--- config.mk ---
export PLATFORM = sky130hd
export DESIGN_NAME = neuron_mac
export DESIGN_NICKNAME = d
export VERILOG_FILES = /design/src/rtl/neuron_pkg.sv /design/src/rtl/neuron_mul.sv /design/src/rtl/neuron_mac.sv
export SDC_FILE = /design/constraint.sdc
export NUM_CORES = 1
export LEC_CHECK = 0
export BUFFER_PORTS_ARGS = -buffer_cell sky130_fd_sc_hd__buf_2
export CAP_MARGIN = 20
export CORE_MARGIN = 1
export CORE_UTILIZATION = 36
export CTS_CLUSTER_SIZE = 40
export DETAILED_ROUTE_END_ITERATION = 10
export PLACE_DENSITY_LB_ADDON = 0.3
export SETUP_SLACK_MARGIN = 0.5
export SLEW_MARGIN = 0
export SYNTH_ARGS = -nofsm -noshare
export SYNTH_HDL_FRONTEND = slang
export SYNTH_SLANG_ARGS = --single-unit
--- constraint.sdc ---
create_clock -name clk -period 4.7 [get_ports clk]
set_input_delay 0.47 -clock clk [delete_from_list [all_inputs] [get_ports clk]]
set_output_delay 0.47 -clock clk [all_outputs]
set_load 0.02 [all_outputs]
--- src/rtl/neuron_pkg.sv ---
// neuron_pkg: shared widths and MAC state encoding for the neuron datapath stages.
package neuron_pkg;
    localparam int DATA_W = 8;
    localparam int ACC_W  = 16;
    typedef enum logic [1:0] {IDLE, ACCUM, DRAIN, DONE} mac_state_t;
endpackage

--- src/rtl/neuron_mul.sv ---
// neuron_mul: registered signed DATA_W x DATA_W multiplier with valid tracking.
module neuron_mul #(
    parameter int DATA_W = neuron_pkg::DATA_W
) (
    input  logic                         clk,
    input  logic                         rst_n,
    input  logic signed [DATA_W-1:0]     a_i,
    input  logic signed [DATA_W-1:0]     b_i,
    input  logic                         vld_i,
    output logic signed [2*DATA_W-1:0]   p_q,
    output logic                         p_vld_q
);
    logic signed [2*DATA_W-1:0] p_d;

    assign p_d = vld_i ? a_i * b_i : p_q;

    always_ff @(posedge clk or negedge rst_n) begin
        if (!rst_n) begin
            p_q     <= '0;
            p_vld_q <= 1'b0;
        end else begin
            p_q     <= p_d;
            p_vld_q <= vld_i;
        end
    end
endmodule

--- src/rtl/neuron_mac.sv ---
// neuron_mac: streaming signed MAC for one neuron; define NEURON_MAC_SAT_EN to
// saturate the accumulator on overflow instead of wrapping.
module neuron_mac #(
    parameter int N_INPUTS = 4,
    parameter int DATA_W   = neuron_pkg::DATA_W,
    parameter int ACC_W    = neuron_pkg::ACC_W
) (
    input  logic                     clk,
    input  logic                     rst_n,
    input  logic                     start,
    input  logic signed [DATA_W-1:0] x_in,
    input  logic signed [DATA_W-1:0] w_in,
    input  logic                     in_valid,
    output logic                     in_ready,
    output logic signed [ACC_W-1:0]  acc_out,
    output logic                     out_valid,
    input  logic                     out_ready,
    output logic                     busy,
    output logic                     ovf
);
    import neuron_pkg::*;

    mac_state_t                 state_q, state_d;
    logic [7:0]                 cnt_q, cnt_d;
    logic signed [ACC_W-1:0]    acc_q, acc_d, p_ext, sum, acc_nxt;
    logic                       ovf_q, ovf_d, ovf_now, beat, p_vld;
    logic signed [2*DATA_W-1:0] p_q;

    assign beat = in_valid && (state_q == ACCUM);

    neuron_mul #(.DATA_W(DATA_W)) u_mul (
        .clk    (clk),
        .rst_n  (rst_n),
        .a_i    (x_in),
        .b_i    (w_in),
        .vld_i  (beat),
        .p_q    (p_q),
        .p_vld_q(p_vld)
    );

    assign p_ext   = ACC_W'(p_q);
    assign sum     = acc_q + p_ext;
    assign ovf_now = (acc_q[ACC_W-1] == p_ext[ACC_W-1]) && (sum[ACC_W-1] != acc_q[ACC_W-1]);

`ifdef NEURON_MAC_SAT_EN
    localparam logic signed [ACC_W-1:0] ACC_MAX = {1'b0, {(ACC_W-1){1'b1}}};
    localparam logic signed [ACC_W-1:0] ACC_MIN = {1'b1, {(ACC_W-1){1'b0}}};
    assign acc_nxt = ovf_now ? (acc_q[ACC_W-1] ? ACC_MIN : ACC_MAX) : sum;
`else
    assign acc_nxt = sum;
`endif

    always_comb begin
        state_d   = state_q;
        cnt_d     = cnt_q;
        acc_d     = p_vld ? acc_nxt : acc_q;
        ovf_d     = ovf_q | (p_vld & ovf_now);
        in_ready  = 1'b0;
        out_valid = 1'b0;
        case (state_q)
            IDLE: if (start) begin
                state_d = ACCUM;
                cnt_d   = '0;
                acc_d   = '0;
                ovf_d   = 1'b0;
            end
            ACCUM: begin
                in_ready = 1'b1;
                if (in_valid) begin
                    cnt_d   = cnt_q + 8'd1;
                    state_d = (cnt_q == 8'(N_INPUTS - 1)) ? DRAIN : ACCUM;
                end
            end
            DRAIN: state_d = DONE;
            DONE: begin
                out_valid = 1'b1;
                state_d   = out_ready ? IDLE : DONE;
            end
            default: state_d = IDLE;
        endcase
    end

    always_ff @(posedge clk or negedge rst_n) begin
        if (!rst_n) begin
            state_q <= IDLE;
            cnt_q   <= '0;
            acc_q   <= '0;
            ovf_q   <= 1'b0;
        end else begin
            state_q <= state_d;
            cnt_q   <= cnt_d;
            acc_q   <= acc_d;
            ovf_q   <= ovf_d;
        end
    end

    assign acc_out = acc_q;
    assign busy    = state_q != IDLE;
    assign ovf     = ovf_q;
endmodule

==> results.md, run 1 <==
* Peak supply drop at roughly 0.00025 V
* Antenna cell count at 0
* Reg clk slew, reported paths at roughly 0.06 ns
* Root buf cell: clkbuf_16
* Crit path launch type: primary input
* Tmin final at ~4.1 ns
* Tightest Pin Transition at 0.740 ns
* Initial antenna violation count at 0
* Reg2Reg Depth at 8
* R2R Setup Slk at 1.93 ns
* Leak pwr at approximately 2.7 nW
* Number of DRC markers in iteration 0 at 118
* Fin cells at ~770
* Status: finished clean
* Detailed Place HPWL at roughly 8500 um
* Endpoints failing hold at 0
* Post-synth EDFFs at 0
* Max-cap violations at 0
* Site Rows at 42
* Ports at between 40 and 50
* Most frequent cells in the layout: inv_1 (83), nand2_1 (68), fa_1 (55)
* Total CTS buffers at 5
* Congestion Overflow GR at 0
* Clk_lat worst skew at approximately 0.29 ns
* Final WS setup at 0.640 ns
* CP Capture Type: register
* Layout cell share with drive strength beyond 1 at between 10% and 20%
* Die H at about 120 um
* Initial DRT Pass Iterations at 4
* DIE AREA at between 10000 and 15000 sq um
* Final ANT Viol Nets at 0
* Hold buffer count at CTS at 0
* Placed insts at ~760
* Ys flop type: dfrtp_1
* Routed wire length at 10300 um
* Pre-CTS WS at between 0.15 and 0.2 ns
* Vias in the first global route at around 3900
* Total track usage at between 10% and 20%
* Max Clock Freq at 246 MHz
* RSZ-0062 raised after global routing: true
* Max-slew violation count at 0
* Initial Utilization at 37.2%
* DRC at 0
* Setup violations, final at 0
* Critical setup path kind: primary input to register
* Gpl congestion at roughly 0.93
* IO buf count at 40
* CTS max path bufs at 2
* CTS sink cnt at 44
* First-pass GRT wire length at approximately 18000 um
* Pwr/cell area at 649 nW/um^2
* WL/cell at about 13 um
* Yosys warnings at 0
* Register area share after synthesis at approximately 22%
* Area growth, synth to finish at 13.2%
* Reg2reg end: acc_out[14]$_DFF_PN0_
* Avg Inst Size Synth at ~9.0 sq um
* #FFs+latches synth at 44
* Via count at about 3700
* Hold crit path type: primary input to asynchronous set/reset pin
* Nets at between 700 and 800
* Post-Syn Area at 4960 sq um
* Crit path max fanout at 8
* Crit path DAT at about 4.2 ns
* CP required at 4.86 ns
* Most common cell after layout, fill and taps aside: inv_1
* Core ar. at about 13000 sq um
* Final Cycle Share at 86.4%
* Setup TNS at 0 ns
* Syn_nets at approximately 670
* Async SR Flop Fraction at 100%
* Max_slew headroom at slightly above 50%
* Via density at around 4.8
* CTS tree: done
* H-tree depth at 2
* Largest net degree at the start of global routing at between 40 and 50
* Die span in x at roughly 120 um
* Final core occ at a little over two fifths
* Distinct cells, synth at 52
* Cells after Synth at ~550
* FF-to-FF Start: acc_out[0]$_DFF_PN0_
* Skew final at ~0.007 ns
==> synthesized netlist by cell type (6+ instances only) <==
cell	n	share of area, %
and2_1	46	5.8
inv_1	84	6.4
clkbuf_1	7	0.53
fa_1	56	23
nand2_1	69	5.2
xor2_1	11	1.9
o21ai_1	20	2.0
a21oi_1	18	1.8
ha_1	45	11
nor2_1	22	1.7
mux2i_1	6	1.2
xnor2_1	17	3.0
dfrtp_1	44	22
nand4_1	6	0.76
nand3_1	8	0.81
o21ai_0	8	0.81
nor2b_1	11	1.4
nor3_1	10	1.0
==> how the worst max path moves through the flow <==
stage	cells after the start	from	to	slack, ns
floorplan	15	w_in[4]	u_mul.p_q[12]$_DFFE_PN0P_	0.50
global placement	16	w_in[4]	u_mul.p_q[15]$_DFFE_PN0P_	0.21
detailed placement	16	w_in[4]	u_mul.p_q[15]$_DFFE_PN0P_	0.15
CTS	16	w_in[4]	u_mul.p_q[12]$_DFFE_PN0P_	0.53
global route	16	x_in[2]	u_mul.p_q[12]$_DFFE_PN0P_	0.45
finish	16	w_in[4]	u_mul.p_q[11]$_DFFE_PN0P_	0.64
==> logic make-up (layout without fill, tap and decap cells) <==
group | count (synthesis) | after routing | share of synthesized area, %
and+or+nand+nor | 189 | 189 | 19.1
DFF | 44 | 44 | 22.2
xor gates and xnor gates | 28 | 28 | 4.94
buffers and inverters | 97 | 137 | 7.51
adders and majority gates | 101 | 101 | 33.9
AOI/OAI and AO/OA | 84 | 84 | 10.7
muxes | 8 | 8 | 1.66
==> metrics by stage <==
step	hold WS (ns)	area, sq um	total power, W
2_1_floorplan	0.174	4970	0.00263
3_3_place_gp	0.471	5340	0.00308
3_5_place_dp	0.481	5340	0.00315
4_1_cts	0.377	5530	0.00358
5_1_grt	0.170	5620	0.00407
6_report	0.138	5620	0.00365
==> metal layers <==
layer	wire, um	global-route usage [%]	vias to the layer above	share of wire (%)
met5	0	0	-	0
met4	60	4.06	0	0.58
met3	252	1.44	2	2.4
met2	4710	25.8	67	46
met1	5280	22.0	1778	51
li1	-	-	1872	-
==> sequential cells by signal, summed over array words and instances, names as in the netlist <==
register	cells
ovf	1
acc_out	16
state_q	2
u_mul.p_vld_q	1
u_mul.p_q	16
cnt_q	8
==> where the power goes <==
| group | internal, W | switching, W | leakage, nW |
|---|---|---|---|
| Clock | 0.000252 | 0.000149 | 0.0840 |
| Sequential | 0.000554 | 0.000166 | 0.546 |
| Combinational | 0.00110 | 0.00142 | 2.11 |
==> timing repair <==
item	in CTS	in global routing
setup endpoints to repair	3	5
resized for setup	2	14
buffers inserted	0	1
pin swaps	0	5
==> critical path: stages <==
cell	delay, ns
buf_2	0.14
and2_4	0.17
fa_1	0.52
inv_1	0.05
fa_1	0.49
inv_1	0.06
fa_1	0.53
inv_1	0.05
fa_1	0.52
inv_1	0.06
ha_4	0.16
or4_4	0.49
o22ai_4	0.16
buf_4	0.14
xor2_1	0.14
o21ai_1	0.07
==> cell type report <==
cell class | count | area, sq um
fill | 1338 | 7730
clock inverter | 3 | 47.5
clock buffer | 5 | 125
sequential | 44 | 1100
inverter | 86 | 323
timing repair buffer | 43 | 250
multi-input combinational | 410 | 3550
tap | 176 | 220
No activity file was read; power rests on OpenSTA's default activity.
==> inputs of run 2 (changes only) <==
--- a/config.mk
+++ b/config.mk
@@ -16,4 +16,5 @@
 export SLEW_MARGIN = 0
 export SYNTH_ARGS = -nofsm -noshare
 export SYNTH_HDL_FRONTEND = slang
+export SYNTH_HIERARCHICAL = 1
 export SYNTH_SLANG_ARGS = --single-unit
==> run 2 against run 1 <==
Effect of this change:
- cell count fell by 0.52%
- via count up 1.9%
- wire length increased by 0.86%
- register-to-register slack better by 0.15 ns
- sequential share of layout area decreased by 0.22 points
- non-clock buffer count did not move
- synthesized area increased by 2.1%
- sequential power about the same
- fmax decreased by 0.18%
==> results.md, run 2 <==
* Top Family by Delay on Critical Path: adder cells
* CTS sink cnt at 44 (unchanged)
* Hold buffer count at CTS at 0 (unchanged)
* Largest net degree at the start of global routing at 45 (unchanged)
* Worst Setup EP: u_mul/p_q[15]$_DFFE_PN0P_
* Crit path buf inv count at 5 (-1)
* Combinational share of power at 70.9% (+1.7 points)
* Initial DRT Pass Iterations at 4 (unchanged)
* Most common cell after layout, fill and taps aside: inv_1
* Max_slew headroom at 37.0% (-14 points)
* IO buf count at 40 (unchanged)
* Reg2reg end: acc_out[12]$_DFF_PN0_
* #FFs+latches synth at 44 (unchanged)
* CTS max path bufs at 2 (unchanged)
* Async SR Flop Fraction at 100% (unchanged)
* Total CTS buffers at 5 (unchanged)
* Distinct cells, synth at 56 (+7.7%)
* Crit path launch type: primary input
* Fin cells at 763 (-0.52%)
* Via count at 3788 (+1.9%)
* Leak pwr at 2.73 nW (-0.63%)
* Nets at 708 (-0.56%)
* Switching power as a share of total power at 47.1% (-0.54 points)
* Detailed Place HPWL at 8620 um (+1.6%)
* Slowest stage delay, CP at 0.54 ns (about the same)
* Pwr/cell area at 670 nW/um^2 (+3.3%)
* Peak supply drop at 0.000206 V (-16%)
* Final ANT Viol Nets at 0 (unchanged)
* Reg2Reg Depth at 8 (unchanged)
* First-pass GRT wire length at 18400 um (+0.61%)
* Vias in the first global route at 3896 (+0.44%)
* Top cells by area, synth: fa_1 (22%), dfrtp_1 (22%), ha_1 (11%)
* Setup violations, final at 0 (unchanged)
* R2R Setup Slk at 2.08 ns (+0.15 ns)
* FF-to-FF Start: acc_out[0]$_DFF_PN0_
* Max-slew violation count at 0 (unchanged)
* Most common cell in the netlist: inv_1
* Clk_lat worst skew at 0.29 ns (about the same)
* Die span in x at 121 um (+1.0%)
* Sw power at 0.00179 W (+3.3%)
* Yosys warnings at 6 (+6)
* Core ar. at 13500 sq um (+1.2%)
* Top-area cell type share of the netlist area at 22.1% (-0.47 points)
* Commonest cells post-synth: inv_1 (84), fa_1 (56), and2_1 (45), ha_1 (45), dfrtp_1 (44)
* Critical setup path kind: primary input to register
* Worst setup path start: x_in[6]
* Initial antenna violation count at 0 (unchanged)
* Post-synth top area cell: fa_1
* Final instance area at 5680 sq um (+1.2%)
* Most frequent cells in the layout: inv_1 (82), fa_1 (55), and2_1 (44), ha_1 (44), dfrtp_1 (44)
* Hold crit path type: primary input to asynchronous set/reset pin
* Sequential share of power at 18.9% (-0.9 points)
* Avg Inst Size Synth at 9.35 sq um (+3.8%)
* Status: finished clean
* Ys flop type: dfrtp_1
* WL/cell at 13.6 um (+1.4%)
* DRC at 0 (unchanged)
* Final Cycle Share at 86.5% (+0.16 points)
* RSZ-0062 raised after global routing: true
* Crit path cell chain: buf_2 -> and2_1 -> fa_1 -> inv_1 -> fa_1 -> inv_1 -> fa_1 -> inv_2 -> fa_1 -> inv_1 -> ha_4 -> o211ai_2 -> o21ai_2 -> o21ai_2 -> a31oi_2 -> xnor2_1 -> mux2_4
* Gpl congestion at 0.868 (-7.1%)
* DIE AREA at 14600 sq um (+2.1%)
* Site Rows at 42 (unchanged)
* Max-cap violations at 0 (unchanged)
* Root buf cell: clkbuf_16
* Tmin final at 4.07 ns (+0.00730 ns)
* Die H at 121 um (+1.0%)
* Post-Syn Area at 5070 sq um (+2.1%)
* Worst path slowest cell: fa_1
* Crit path DAT at 4.24 ns (+0.02 ns)
* Fill count at 1344 (+0.45%)
* Layout cell share with drive strength beyond 1 at 14.3% (+2.6 points)
* Area growth, synth to finish at 12.1%
* Footprint of the multi-input gates at 3650 sq um (+2.9%)
* Worst path depth at 17 (+1)
* Via density at 4.96 (+2.4%)
* Routed wire length at 10400 um (+0.86%)
* Post-synth EDFFs at 0 (unchanged)
* Placed insts at 753 (-0.53%)
* Congestion Overflow GR at 0 (unchanged)
* Max Clock Freq at 246 MHz (-0.18%)
* Setup TNS at 0 ns (unchanged)
* Initial Utilization at 37.5% (+0.35 points)
* Cells after Synth at 542 (-1.6%)
* Register area share after synthesis at 21.7% (-0.47 points)
* H-tree depth at 2 (unchanged)
* Clock power frac at 10.2% (-0.8 points)
* Reg clk slew, reported paths at 0.06 ns (about the same)
* Ports at 41 (unchanged)
* CTS tree: done
* Tightest Pin Transition at 0.945 ns (+0.205 ns)
* Placed Instance Area at 5490 sq um (+2.6%)
* Skew final at 0.00800 ns (+0.00117 ns)
* CP required at 4.87 ns (about the same)
* Internal Power at 0.00202 W (+5.6%)
* Most Frequent Cell on Critical Path: fa_1
* Antenna cell count at 0 (unchanged)
* Number of DRC markers in iteration 0 at 134 (+14%)
* Register area at 1100 sq um (unchanged)
* Crit path max fanout at 8 (unchanged)
* CP Capture Type: register
* Syn_nets at 664 (-1.3%)
* Endpoints failing hold at 0 (unchanged)
* Total track usage at 15.2% (-0.39 points)
==> run 2: cell count changes after synthesis, moves of 7 or more <==
cell,previous run,this run
a21oi_1,18,25
mux2_2,1,11
nand2_1,69,40
nor2_1,22,35
o21ai_0,8,16
o21ai_1,20,3
==> run 2: worst min-delay path by stage <==
stage / startpoint / endpoint / slack, ns / cells past startpoint
floorplan: rst_n / acc_out[0]$_DFF_PN0_ / 0.17 / 0
global placement: ovf$_DFF_PN0_ / ovf$_DFF_PN0_ / 0.47 / 2
detailed placement: ovf$_DFF_PN0_ / ovf$_DFF_PN0_ / 0.48 / 2
CTS: out_ready / state_q[0]$_DFFE_PN0P_ / 0.36 / 2
global route: out_ready / state_q[0]$_DFFE_PN0P_ / 0.37 / 2
finish: rst_n / cnt_q[6]$_DFFE_PN0P_ / 0.33 / 1
==> run 2: timing repair <==
action                                  4_1_cts  5_1_grt
endpoints found under the setup margin        0        5
gates resized for setup                       0        8
setup buffers                                 0        2
==> run 2: power groups by stage <==
| stage | Combinational (W) | Clock [W] | Sequential [W] |
|---|---|---|---|
| after floorplan | 0.00205 | 0 | 0.000755 |
| after global placement | 0.00257 | 0 | 0.000720 |
| after detailed placement | 0.00265 | 0 | 0.000727 |
| after CTS | 0.00266 | 0.000401 | 0.000720 |
| after global routing | 0.00305 | 0.000415 | 0.000744 |
| final | 0.00270 | 0.000389 | 0.000719 |
==> run 2: layout make-up <==
type	count	share of cell area [%]
inverter	85	5.61
sequential	44	19.4
multi-input combinational	407	64.3
clock buffer	6	2.27
timing repair buffer	43	3.96
tap	176	3.87
clock inverter	2	0.616
==> run 2: routing by layer <==
metal  vias to the layer above  wire (um)  GRT usage (%)
met5                         -          0              0
met4                         0        152           3.63
met3                        12        300           1.56
met2                        68       5040           26.0
met1                      1835       4900           20.7
li1                       1873          -              -
==> run 2: metrics by stage <==
stage               hold slack (ns)  utilization, %  setup WS [ns]  total power (W)
global route                  0.373            42.1          0.460          0.00421
CTS                           0.358            41.8          0.513          0.00378
global placement              0.467            40.6          0.244          0.00329
floorplan                     0.174               -          0.518          0.00281
detailed placement            0.479            40.6          0.207          0.00337
finish                        0.330            42.1          0.632          0.00381
==> run 2: kinds of logic after synthesis <==
logic type                 Yosys count  share of synthesized area, %
and+or+nand+nor                    167                          16.9
adders and majority gates          101                          33.2
AOI/OAI and AO/OA                   91                          12.1
buffers and inverters               91                          6.76
DFF                                 44                          21.7
xor gates and xnor gates            28                          4.84
muxes                               20                          4.42
==> run 2: worst reg2reg max path, cell delays in order, from the launching register on <==
cell      delay, ns
dfrtp_1        0.39
ha_1           0.25
fa_1           0.46
a211oi_2       0.30
nor3_2         0.09
o31ai_2        0.45
nor3_1         0.13
mux2_4         0.33
o22ai_2        0.13
